`src/rtl/uart_tx_arbiter.sv`:
```
// Two-requester round-robin UART transmitter: grants one byte at a time and sends it as 8N1.
// Define UART_TX_PARITY_EN to insert an even-parity bit (8E1).
module uart_tx_arbiter #(
   parameter int unsigned CLK_DIV = 5208
) (
   input  logic       clk,
   input  logic       rst_n,
   input  logic       req0,
   input  logic [7:0] data0,
   output logic       gnt0,
   input  logic       req1,
   input  logic [7:0] data1,
   output logic       gnt1,
   output logic       tx,
   output logic       busy,
   output logic       owner
);

   typedef enum logic [2:0] {
      IDLE,
      START,
      DATA,
`ifdef UART_TX_PARITY_EN
      PARITY,
`endif
      STOP
   } state_t;

   localparam logic [15:0] DIV_LAST = 16'(CLK_DIV - 1);

   state_t      state, state_n;
   logic [15:0] cnt, cnt_n;
   logic [2:0]  bit_idx, bit_idx_n;
   logic [7:0]  shreg, shreg_n;
   logic        last, last_n;
   logic        tx_n, busy_n, gnt0_n, gnt1_n, owner_n;
   logic        win;
   logic        bit_done;

   assign bit_done = (cnt == DIV_LAST);

   always_ff @(posedge clk or negedge rst_n) begin
      if (!rst_n) begin
         state   <= IDLE;
         cnt     <= '0;
         bit_idx <= '0;
         shreg   <= '0;
         last    <= 1'b1;
         tx      <= 1'b1;
         busy    <= 1'b0;
         gnt0    <= 1'b0;
         gnt1    <= 1'b0;
         owner   <= 1'b0;
      end else begin
         state   <= state_n;
         cnt     <= cnt_n;
         bit_idx <= bit_idx_n;
         shreg   <= shreg_n;
         last    <= last_n;
         tx      <= tx_n;
         busy    <= busy_n;
         gnt0    <= gnt0_n;
         gnt1    <= gnt1_n;
         owner   <= owner_n;
      end
   end

   // The shift register stays unshifted; bit_idx selects the bit on the line.
   always_comb begin
      state_n   = state;
      cnt_n     = cnt + 16'd1;
      bit_idx_n = bit_idx;
      shreg_n   = shreg;
      last_n    = last;
      tx_n      = tx;
      busy_n    = busy;
      gnt0_n    = 1'b0;
      gnt1_n    = 1'b0;
      owner_n   = owner;
      win       = (req0 && req1) ? ~last : req1;
      case (state)
         IDLE: begin
            cnt_n  = '0;
            tx_n   = 1'b1;
            busy_n = 1'b0;
            if (req0 || req1) begin
               shreg_n   = win ? data1 : data0;
               owner_n   = win;
               last_n    = win;
               gnt0_n    = ~win;
               gnt1_n    = win;
               tx_n      = 1'b0;
               busy_n    = 1'b1;
               bit_idx_n = '0;
               state_n   = START;
            end
         end
         START: begin
            if (bit_done) begin
               cnt_n   = '0;
               tx_n    = shreg[0];
               state_n = DATA;
            end
         end
         DATA: begin
            if (bit_done) begin
               cnt_n = '0;
               if (bit_idx == 3'd7) begin
                  bit_idx_n = '0;
`ifdef UART_TX_PARITY_EN
                  tx_n    = ^shreg;
                  state_n = PARITY;
`else
                  tx_n    = 1'b1;
                  state_n = STOP;
`endif
               end else begin
                  bit_idx_n = bit_idx + 3'd1;
                  tx_n      = shreg[bit_idx + 3'd1];
               end
            end
         end
`ifdef UART_TX_PARITY_EN
         PARITY: begin
            if (bit_done) begin
               cnt_n   = '0;
               tx_n    = 1'b1;
               state_n = STOP;
            end
         end
`endif
         STOP: begin
            if (bit_done) begin
               cnt_n   = '0;
               tx_n    = 1'b1;
               busy_n  = 1'b0;
               state_n = IDLE;
            end
         end
         default: begin
            cnt_n   = '0;
            tx_n    = 1'b1;
            busy_n  = 1'b0;
            state_n = IDLE;
         end
      endcase
   end

endmodule

```
`config.mk`:
```
export PLATFORM = sky130hd
export DESIGN_NAME = uart_tx_arbiter
export DESIGN_NICKNAME = d
export VERILOG_FILES = /design/src/rtl/uart_tx_arbiter.sv
export SDC_FILE = /design/constraint.sdc
export NUM_CORES = 1
export LEC_CHECK = 0
export BUFFER_PORTS_ARGS = -buffer_cell sky130_fd_sc_hd__buf_2
export CORE_MARGIN = 2
export CORE_UTILIZATION = 25
export DETAILED_ROUTE_END_ITERATION = 10
export GPL_ROUTABILITY_DRIVEN = 0
export SYNTH_ARGS = -nofsm -noshare
export SYNTH_HDL_FRONTEND = slang
export SYNTH_SLANG_ARGS = --single-unit
```
`constraint.sdc`:
```
create_clock -name clk -period 2.2 [get_ports clk]
set_input_delay 0.66 -clock clk [delete_from_list [all_inputs] [get_ports clk]]
set_output_delay 0.66 -clock clk [all_outputs]
set_load 0.01 [all_outputs]
```
==> results of run 1 <==
registers in the layout, summed over array words and instances (netlist names):
register and count:
cnt 16, state 2, bit_idx 3, shreg 8, last 1, gnt1 1, busy 1, tx 1
owner 1, gnt0 1
worst paths after layout:
| check | startpoint | endpoint | slack (ns) | cells after the start |
|---|---|---|---|---|
| setup / recovery | state[0] | bit_idx[2] | 0.24 | 6 |
| hold / removal | rst_n | busy | 0.39 | 2 |
| setup reg to reg | state[0] | bit_idx[2] | 0.24 | 6 |
| hold reg to reg | cnt[0] | cnt[0] | 0.49 | 1 |
| max in group asynchronous | rst_n | tx | 1.44 | 2 |
| min in group clk | cnt[0] | cnt[0] | 0.49 | 1 |
cell usage in the layout, fill, tap and decap left out, types with 2 or more instances in the layout:
cell / n
mux2_2: 2
o21ai_0: 8
dfstp_2: 2
nor2b_1: 2
nor3_1: 5
a22o_1: 2
nor4_1: 4
clkbuf_8: 5
nand3_1: 6
nor2_1: 20
and4_2: 2
xnor2_1: 9
and2_1: 2
nand2_1: 12
xor2_1: 5
dfrtp_1: 33
buf_2: 24
inv_1: 5
nand4_1: 5
buf_4: 4
ha_1: 9
mux2i_1: 8
and3_1: 3
clkinvlp_4: 2
a21o_1: 2
power by group:
| part | internal (mW) | switching [mW] | total, mW |
|---|---|---|---|
| clock | 0.226 | 0.260 | 0.486 |
| sequential | 0.827 | 0.131 | 0.958 |
| combinational | 0.374 | 0.451 | 0.825 |
| total | 1.43 | 0.842 | 2.27 |
routing by layer:
metal | up-vias | GRT usage (%) | share of wire (%)
li1 | 670 | - | -
met1 | 647 | 13.6 | 51
met2 | 14 | 15.0 | 45
met3 | 7 | 2.51 | 2.3
met4 | 0 | 3.46 | 1.6
met5 | - | 0 | 0
through the flow:
| stage | total power [mW] | hold slack [ns] | worst slack, ns | util, % |
|---|---|---|---|---|
| finish | 2.27 | 0.385 | 0.237 | 30.2 |
| global route | 2.46 | 0.423 | 0.128 | 30.2 |
| CTS | 2.30 | 0.415 | 0.252 | 30.2 |
| detailed placement | 1.80 | 0.479 | 0.290 | 28.9 |
| global placement | 1.78 | 0.457 | 0.320 | 28.9 |
| floorplan | 1.56 | 0.364 | 0.447 | - |
logic make-up after synthesis:
family | count (synthesis)
buffers and inverters | 10
AND/OR/NAND/NOR | 68
flip-flops | 35
XOR/XNOR | 14
adder cells (fa/ha/maj) | 9
AO/OA/AOI/OAI | 23
multiplexers | 12
area by class of cell:
class / count / area [um^2]
clock buffers: 5 / 68.8
clock inverters: 3 / 23.8
fillers: 778 / 5040
inverters: 5 / 18.8
multi-input cells: 126 / 915
flip-flops and latches: 35 / 878
well taps: 99 / 124
repair buffers: 28 / 150
worst max-delay path, delay by kind of cell, from the launching register on:
kind	cells	cell delay, ns
buffers and inverters	1	0.14
flip-flops	1	0.44
AND/OR/NAND/NOR	2	0.48
adder cells (fa/ha/maj)	1	0.21
AO/OA/AOI/OAI	2	0.58
==> results.py, run 1 <==
metrics = {
    "run_status": {
        "status": "completed",
    },
    "sta": {
        "slew_headroom_pct": 69.2,
        "clock_skew_ns": 0.00609,
        "clock.fmax_mhz": 509,
        "report.final.slew_viol_count": 0,
        "tns_ns": 0,
        "rsz0062_at_grt": "false",
        "setup_viol": 0,
        "hold_viol": 0,
        "worst_slew_pin_slew_ns": 0.462,
        "period_share_pct": 89.2,
        "period_needed_ns": 1.96,
    },
    "placed_design": {
        "place_area_um2": 2090,
        "dp_cells": 293,
        "hpwlAfterDp_um": 2700,
        "portBuffers": 24,
    },
    "synthesis": {
        "ys_seq_area_share_pct": 47.5,
        "synth-edff-count": 0,
        "synth_top_flop_cell": "dfrtp_1",
        "synth_top_area_share_pct": 44.7,
        "syn-num-nets": 200,
        "synth_area_leaders": "dfrtp_1, ha_1, mux2i_1",
        "yosys_register_bits": 35,
        "syn_inst": 171,
        "synth.most_common_cell": "dfrtp_1",
        "synthArstFlopShare_pct": 100,
        "synth_largest_area_cell": "dfrtp_1",
        "synth_compound_area_share_pct": 8.46,
        "synthDistinctLibCells": 44,
        "synthSimpleGateAreaFrac_pct": 20.1,
        "syn-cell-area_um2": 1850,
        "yosysWarnings": 0,
        "synth_xor_area_share_pct": 6.64,
        "synth_top_family_by_area": "simple AND/OR/NAND/NOR gates",
        "synthAdderAreaFrac_pct": 6.09,
        "synthMuxAreaShare_pct": 8.19,
        "synth_commonest_cells": "dfrtp_1, nor2_1, nand2_1, ha_1, xnor2_1",
        "avgSynthCellArea_um2": 10.8,
    },
    "critical_path": {
        "cp_cell_sequence": "inv_1 > ha_1 > nor3b_1 > o21bai_1 > nor2_1 > a311o_1",
        "crit_fanout": 5,
        "critPathKind": "flop to flop",
        "cp_data_required_time_ns": 2.38,
        "cp.arrival_ns": 2.14,
        "startpoint_type": "flop",
        "critPathMaxStageDelay_ns": 0.44,
        "critPathCaptureType": "flop",
        "slowest_stage": "dfrtp_1",
    },
    "drt": {
        "drtIter0Drc": 92,
        "avgViaCountPerCell": 4.45,
        "vias": 1338,
        "postRouteAntennaNets": 0,
        "post-route-drc-count": 0,
        "drtPass1Iterations": 3,
        "avgRoutedWirePerCell_um": 12.6,
        "routed_wl_um": 3800,
    },
    "worst_hold_path": {
        "hold_path.class": "primary input to async pin",
    },
    "global_route": {
        "globalRouteOverflowTotal": 0,
        "grt_first_pass_wirelength_um": 6500,
        "grt_max_degree": 36,
        "track_usage_pct": 9.85,
        "grt_pass1_vias": 1354,
        "antenna_found_initial": 0,
    },
    "clock_network": {
        "h-tree-depth": 2,
        "cts_made_buffers": 5,
        "cts_hold_buf": 0,
        "cts_setup_buffers": 0,
        "clockRootBuffer": "clkbuf_8",
        "cts_resized": 0,
        "clock_latency_ns": 0.29,
        "clk_pin_slew_worst_paths_ns": 0.08,
        "cts_tree": "yes",
        "clock_sinks": 35,
        "clockBufferDepth": 2,
    },
    "flow_run": {
        "drv_cap": 0,
    },
    "cells_and_area": {
        "antenna_cells": 0,
        "synthToLayoutAreaGrowth_pct": 17.9,
        "post-route-cell-area_um2": 2180,
        "drive_above_1_share_pct": 24.3,
        "final_nets": 230,
        "fin_cells": 301,
    },
    "floorplanning": {
        "placementRows": 31,
        "initial_core_util_pct": 25.6,
        "core_area_um2": 7210,
        "io_pins": 25,
        "die_y_um": 90.0,
        "fp.dieW_um": 90.0,
        "dieArea_um2": 8100,
    },
    "pwr": {
        "ir_drop_v": 0.000606,
        "p_leak_nw": 0.996,
        "pwr_density_cell_nw_per_um2": 1040,
    },
}
No activity file was read; power rests on OpenSTA's default activity.
==> inputs of run 2 (changes only) <==
CORE_UTILIZATION = 45   (was 25)
==> run 2 against run 1 <==
Compared with the run above: combinational power fell by 2%; cell area fell by 2.4%; fmax fell by 2.0%; register-to-register slack got worse by 0.04 ns; sequential share of layout area rose by 0.97 points; largest cell class unchanged; largest power group unchanged.
==> results.py, run 2 (same netlist as run 1, synthesis figures left out) <==
metrics = {
    "worst_hold_path": {
        "hold_path.class": "primary input to async pin",
    },
    "drt": {
        "postRouteAntennaNets": 0,
        "avgRoutedWirePerCell_um": 14.6,
        "routed_wl_um": 3650,
        "drtIter0Drc": 69,
        "post-route-drc-count": 0,
        "avgViaCountPerCell": 5.35,
        "vias": 1338,
        "drtPass1Iterations": 4,
    },
    "global_route": {
        "grt_first_pass_wirelength_um": 6140,
        "antenna_found_initial": 0,
        "met1_usage_pct": 26.3,
        "track_usage_pct": 18.2,
        "grt_max_degree": 36,
        "grt_pass1_vias": 1299,
        "globalRouteMet3Util_pct": 4.11,
        "met2_usage_pct": 25.4,
        "globalRouteOverflowTotal": 0,
        "top_usage_layer": "met1",
    },
    "floorplanning": {
        "dieArea_um2": 4640,
        "core_area_um2": 3970,
        "io_pins": 25,
        "placementRows": 23,
        "die_y_um": 68.1,
        "initial_core_util_pct": 46.5,
        "fp.dieW_um": 68.1,
    },
    "clock_network": {
        "cts_tree": "yes",
        "clockRootBuffer": "clkbuf_8",
        "cts_made_buffers": 5,
        "clock_latency_ns": 0.29,
        "h-tree-depth": 2,
        "cts_setup_buffers": 0,
        "clockBufferDepth": 2,
        "cts_resized": 0,
        "cts_hold_buf": 0,
        "clk_pin_slew_worst_paths_ns": 0.08,
        "clock_sinks": 35,
    },
    "critical_path": {
        "critPathCaptureType": "flop",
        "startpoint_type": "flop",
        "rr_startpoint": "state[0]",
        "cp.arrival_ns": 2.17,
        "critPathMaxStageDelay_ns": 0.43,
        "slowest_stage": "dfrtp_1",
        "crit_start": "state[0]",
        "cp_data_required_time_ns": 2.37,
        "critPathKind": "flop to flop",
        "crit_fanout": 5,
        "cp_cell_sequence": "inv_1 > ha_1 > nor3b_1 > o21bai_1 > nor2_1 > a311o_1",
    },
    "cells_and_area": {
        "top_regs": "cnt (16), shreg (8), bit_idx (3)",
        "fin_cells": 250,
        "most-common-layout-cells": "dfrtp_1, buf_2, nor2_1, nand2_1",
        "drive_above_1_share_pct": 23.5,
        "post-route-cell-area_um2": 2130,
        "synthToLayoutAreaGrowth_pct": 15.1,
        "final_common_cell": "dfrtp_1",
        "largest_reg_flops": 16,
        "largest_register": "cnt",
        "final_nets": 228,
        "antenna_cells": 0,
    },
    "sta": {
        "holdWs_ns": 0.442,
        "setup_viol": 0,
        "rsz0062_at_grt": "false",
        "clock_skew_ns": 0.00686,
        "tns_ns": 0,
        "slew_headroom_pct": 48.2,
        "report.final.slew_viol_count": 0,
        "hold_viol": 0,
        "period_needed_ns": 2.00,
        "period_share_pct": 91.0,
        "worst_slew_pin_slew_ns": 0.777,
        "clock.fmax_mhz": 499,
    },
    "pwr": {
        "ir_drop_v": 0.000576,
        "pwr_density_cell_nw_per_um2": 1110,
        "power_mw": 2.37,
        "p_leak_nw": 1.01,
    },
    "run_status": {
        "status": "completed",
    },
    "placed_design": {
        "place_area_um2": 2010,
        "dp_cells": 242,
        "hpwlAfterDp_um": 2650,
        "portBuffers": 24,
    },
    "flow_run": {
        "drv_cap": 0,
    },
}
## run 2: changes by cell type in the layout (fill, tap and decap cells not counted)
| cell | before | now |
|---|---|---|
| clkinv_2 | 0 | 1 |
| clkbuf_8 | 5 | 6 |
| buf_4 | 4 | 2 |
| inv_6 | 1 | 0 |
| clkinvlp_4 | 2 | 0 |
| bufinv_16 | 0 | 1 |
## run 2: power breakdown
group	leakage [nW]	switching, mW	internal, mW	total [mW]
combinational	0.488	0.451	0.359	0.811
sequential	0.457	0.131	0.828	0.958
clock	0.0612	0.235	0.367	0.601
## run 2: final cells by class
class,instances,area (um^2)
clock buffers,6,82.6
multi-input cells,126,915
inverters,5,18.8
clock inverters,2,35.0
flip-flops and latches,35,878
well taps,50,62.6
fillers,380,1840
repair buffers,26,135
## run 2: worst paths after layout
check | slack, ns | to | cells after the start
max | 0.20 | bit_idx[2] | 6
min | 0.44 | cnt[12] | 1
max reg2reg | 0.20 | bit_idx[2] | 6
min reg2reg | 0.48 | shreg[7] | 2
max in group asynchronous | 1.26 | shreg[4] | 1
min in group clk | 0.48 | shreg[7] | 2
## run 2: stage by stage
| step | util, % | setup slack, ns |
|---|---|---|
| 2_1_floorplan | - | 0.447 |
| 3_3_place_gp | 50.6 | 0.301 |
| 3_5_place_dp | 50.6 | 0.226 |
| 4_1_cts | 53.6 | 0.202 |
| 5_1_grt | 53.6 | 0.0649 |
| 6_report | 53.6 | 0.198 |
## run 2: metal layers
| layer | vias to the layer above | routed length, um |
|---|---|---|
| li1 | 665 | - |
| met1 | 634 | 1820 |
| met2 | 31 | 1610 |
| met3 | 8 | 140 |
| met4 | 0 | 74 |
| met5 | - | 0 |
## run 2: critical path, delay by kind of cell, from the launching register on
family                   cells  cell delay, ns
buffers and inverters        1            0.13
AND/OR/NAND/NOR              2            0.51
flip-flops                   1            0.43
adder cells (fa/ha/maj)      1            0.21
AO/OA/AOI/OAI                2            0.61
==> inputs of run 3 (changes only) <==
==> constraint.sdc (replaced) <==
create_clock -name clk -period 2.2 [get_ports clk]
set_input_delay 0.33 -clock clk [delete_from_list [all_inputs] [get_ports clk]]
set_output_delay 0.33 -clock clk [all_outputs]
set_load 0.01 [all_outputs]
==> run 3 against run 2 <==
Compared with the run above: clock-buffer cell count down 1; register-to-register slack worse by 0.02 ns; non-clock buffer count unchanged; hold slack worse by 0.33 ns; die area unchanged; worst setup slack worse by 0.018 ns.
==> results.py, run 3 (same netlist as run 1, synthesis figures left out) <==
metrics = {
    "sta": {
        "clock_skew_ns": 0.00470,
        "worst_slew_pin_slew_ns": 0.754,
        "holdWs_ns": 0.110,
        "slew_headroom_pct": 49.7,
        "clock.fmax_mhz": 495,
        "period_needed_ns": 2.02,
        "hold_viol": 0,
        "tns_ns": 0,
        "period_share_pct": 91.9,
        "rsz0062_at_grt": "false",
        "report.final.slew_viol_count": 0,
        "setup_viol": 0,
    },
    "cells_and_area": {
        "largest_reg_flops": 16,
        "final_common_cell": "dfrtp_1",
        "antenna_cells": 0,
        "final_nets": 228,
        "most-common-layout-cells": "dfrtp_1, buf_2, nor2_1, nand2_1",
        "drive_above_1_share_pct": 23.5,
        "fillers": 342,
        "final_core_util_pct": 54.0,
        "top_regs": "cnt (16), shreg (8), bit_idx (3)",
        "largest_register": "cnt",
        "synthToLayoutAreaGrowth_pct": 16.1,
    },
    "floorplanning": {
        "initial_core_util_pct": 46.5,
        "dieArea_um2": 4640,
        "io_pins": 25,
        "placementRows": 23,
        "die_y_um": 68.1,
        "fp.dieW_um": 68.1,
        "core_area_um2": 3970,
    },
    "placed_design": {
        "portBuffers": 24,
        "hpwlAfterDp_um": 2750,
    },
    "drt": {
        "avgViaCountPerCell": 5.41,
        "avgRoutedWirePerCell_um": 14.7,
        "vias": 1352,
        "drtIter0Drc": 105,
        "routed_wl_um": 3670,
        "post-route-drc-count": 0,
        "postRouteAntennaNets": 0,
        "drtPass1Iterations": 4,
    },
    "global_route": {
        "top_usage_layer": "met1",
        "met2_usage_pct": 25.5,
        "track_usage_pct": 17.9,
        "grt_first_pass_wirelength_um": 6190,
        "grt_max_degree": 36,
        "antenna_found_initial": 0,
        "grt_pass1_vias": 1289,
        "globalRouteMet3Util_pct": 4.93,
        "met1_usage_pct": 26.7,
        "globalRouteOverflowTotal": 0,
    },
    "critical_path": {
        "critPathKind": "flop to flop",
        "startpoint_type": "flop",
        "rr_startpoint": "state[0]",
        "cp.arrival_ns": 2.19,
        "critPathCaptureType": "flop",
        "r2r-end": "bit_idx[2]",
        "cp_data_required_time_ns": 2.37,
        "reg2reg_slack_ns": 0.18,
        "rr_worst_depth": 6,
        "crit_fanout": 5,
    },
    "clock_network": {
        "cts_hold_buf": 0,
        "clock_latency_ns": 0.28,
        "clk_pin_slew_worst_paths_ns": 0.07,
        "cts_setup_buffers": 0,
        "h-tree-depth": 2,
        "clockBufferDepth": 2,
        "cts_tree": "yes",
        "clockRootBuffer": "clkbuf_8",
        "clock_sinks": 35,
        "cts_made_buffers": 5,
        "cts_resized": 0,
    },
    "pwr": {
        "pwr_density_cell_nw_per_um2": 1150,
        "p_leak_nw": 1.01,
        "ir_drop_v": 0.000561,
    },
    "flow_run": {
        "drv_cap": 0,
    },
    "run_status": {
        "status": "completed",
    },
    "worst_hold_path": {
        "hold_path.class": "primary input to async pin",
    },
}
-- run 3: cell count changes in the layout (fill, tap and decap cells not counted) --
cell	previous run	this run
clkbuf_8	6	5
clkinv_2	1	0
bufinv_16	1	2
clkinvlp_4	0	1
-- run 3: area by class of cell --
cell class	count	area, um^2	share of cell area, %
Sequential cell	35	878	40.9
Multi-Input combinational cell	126	915	42.6
Inverter	5	18.8	0.875
Clock inverter	3	67.6	3.15
Timing Repair Buffer	26	135	6.30
Tap cell	50	62.6	2.92
Clock buffer	5	68.8	3.21
-- run 3: critical path, stage by stage (launching register included) --
cell	delay [ns]
dfrtp_1	0.44
inv_1	0.13
ha_1	0.21
nor3b_1	0.37
o21bai_1	0.24
nor2_1	0.15
a311o_1	0.37
-- run 3: power breakdown --
group | internal [mW] | leakage (nW) | switching [mW]
registers | 0.827 | 0.457 | 0.130
logic | 0.360 | 0.488 | 0.458
clock network | 0.452 | 0.0644 | 0.233
-- run 3: through the flow --
stage	instances	cell area (um^2)	worst slack, ns	total power, mW
5_1_grt	250	2150	0.0630	2.65
4_1_cts	250	2150	0.218	2.48
3_3_place_gp	242	2010	0.381	1.76
3_5_place_dp	242	2010	0.237	1.79
2_1_floorplan	171	1850	0.447	1.56
6_report	250	2150	0.179	2.46
-- run 3: worst max path at each step --
stage	endpoint	depth (start not counted)	startpoint	slack, ns
after floorplan	tx	6	bit_idx[0]	0.45
after global placement	bit_idx[2]	6	state[0]	0.38
after detailed placement	bit_idx[2]	6	state[0]	0.24
after CTS	bit_idx[2]	6	state[0]	0.22
after global routing	bit_idx[2]	6	state[0]	0.06
final	bit_idx[2]	6	state[0]	0.18
-- run 3: metal layers --
layer	up-vias	wire length, um
met5	-	0
met4	0	40
met3	5	216
met2	42	1630
met1	642	1780
li1	663	-
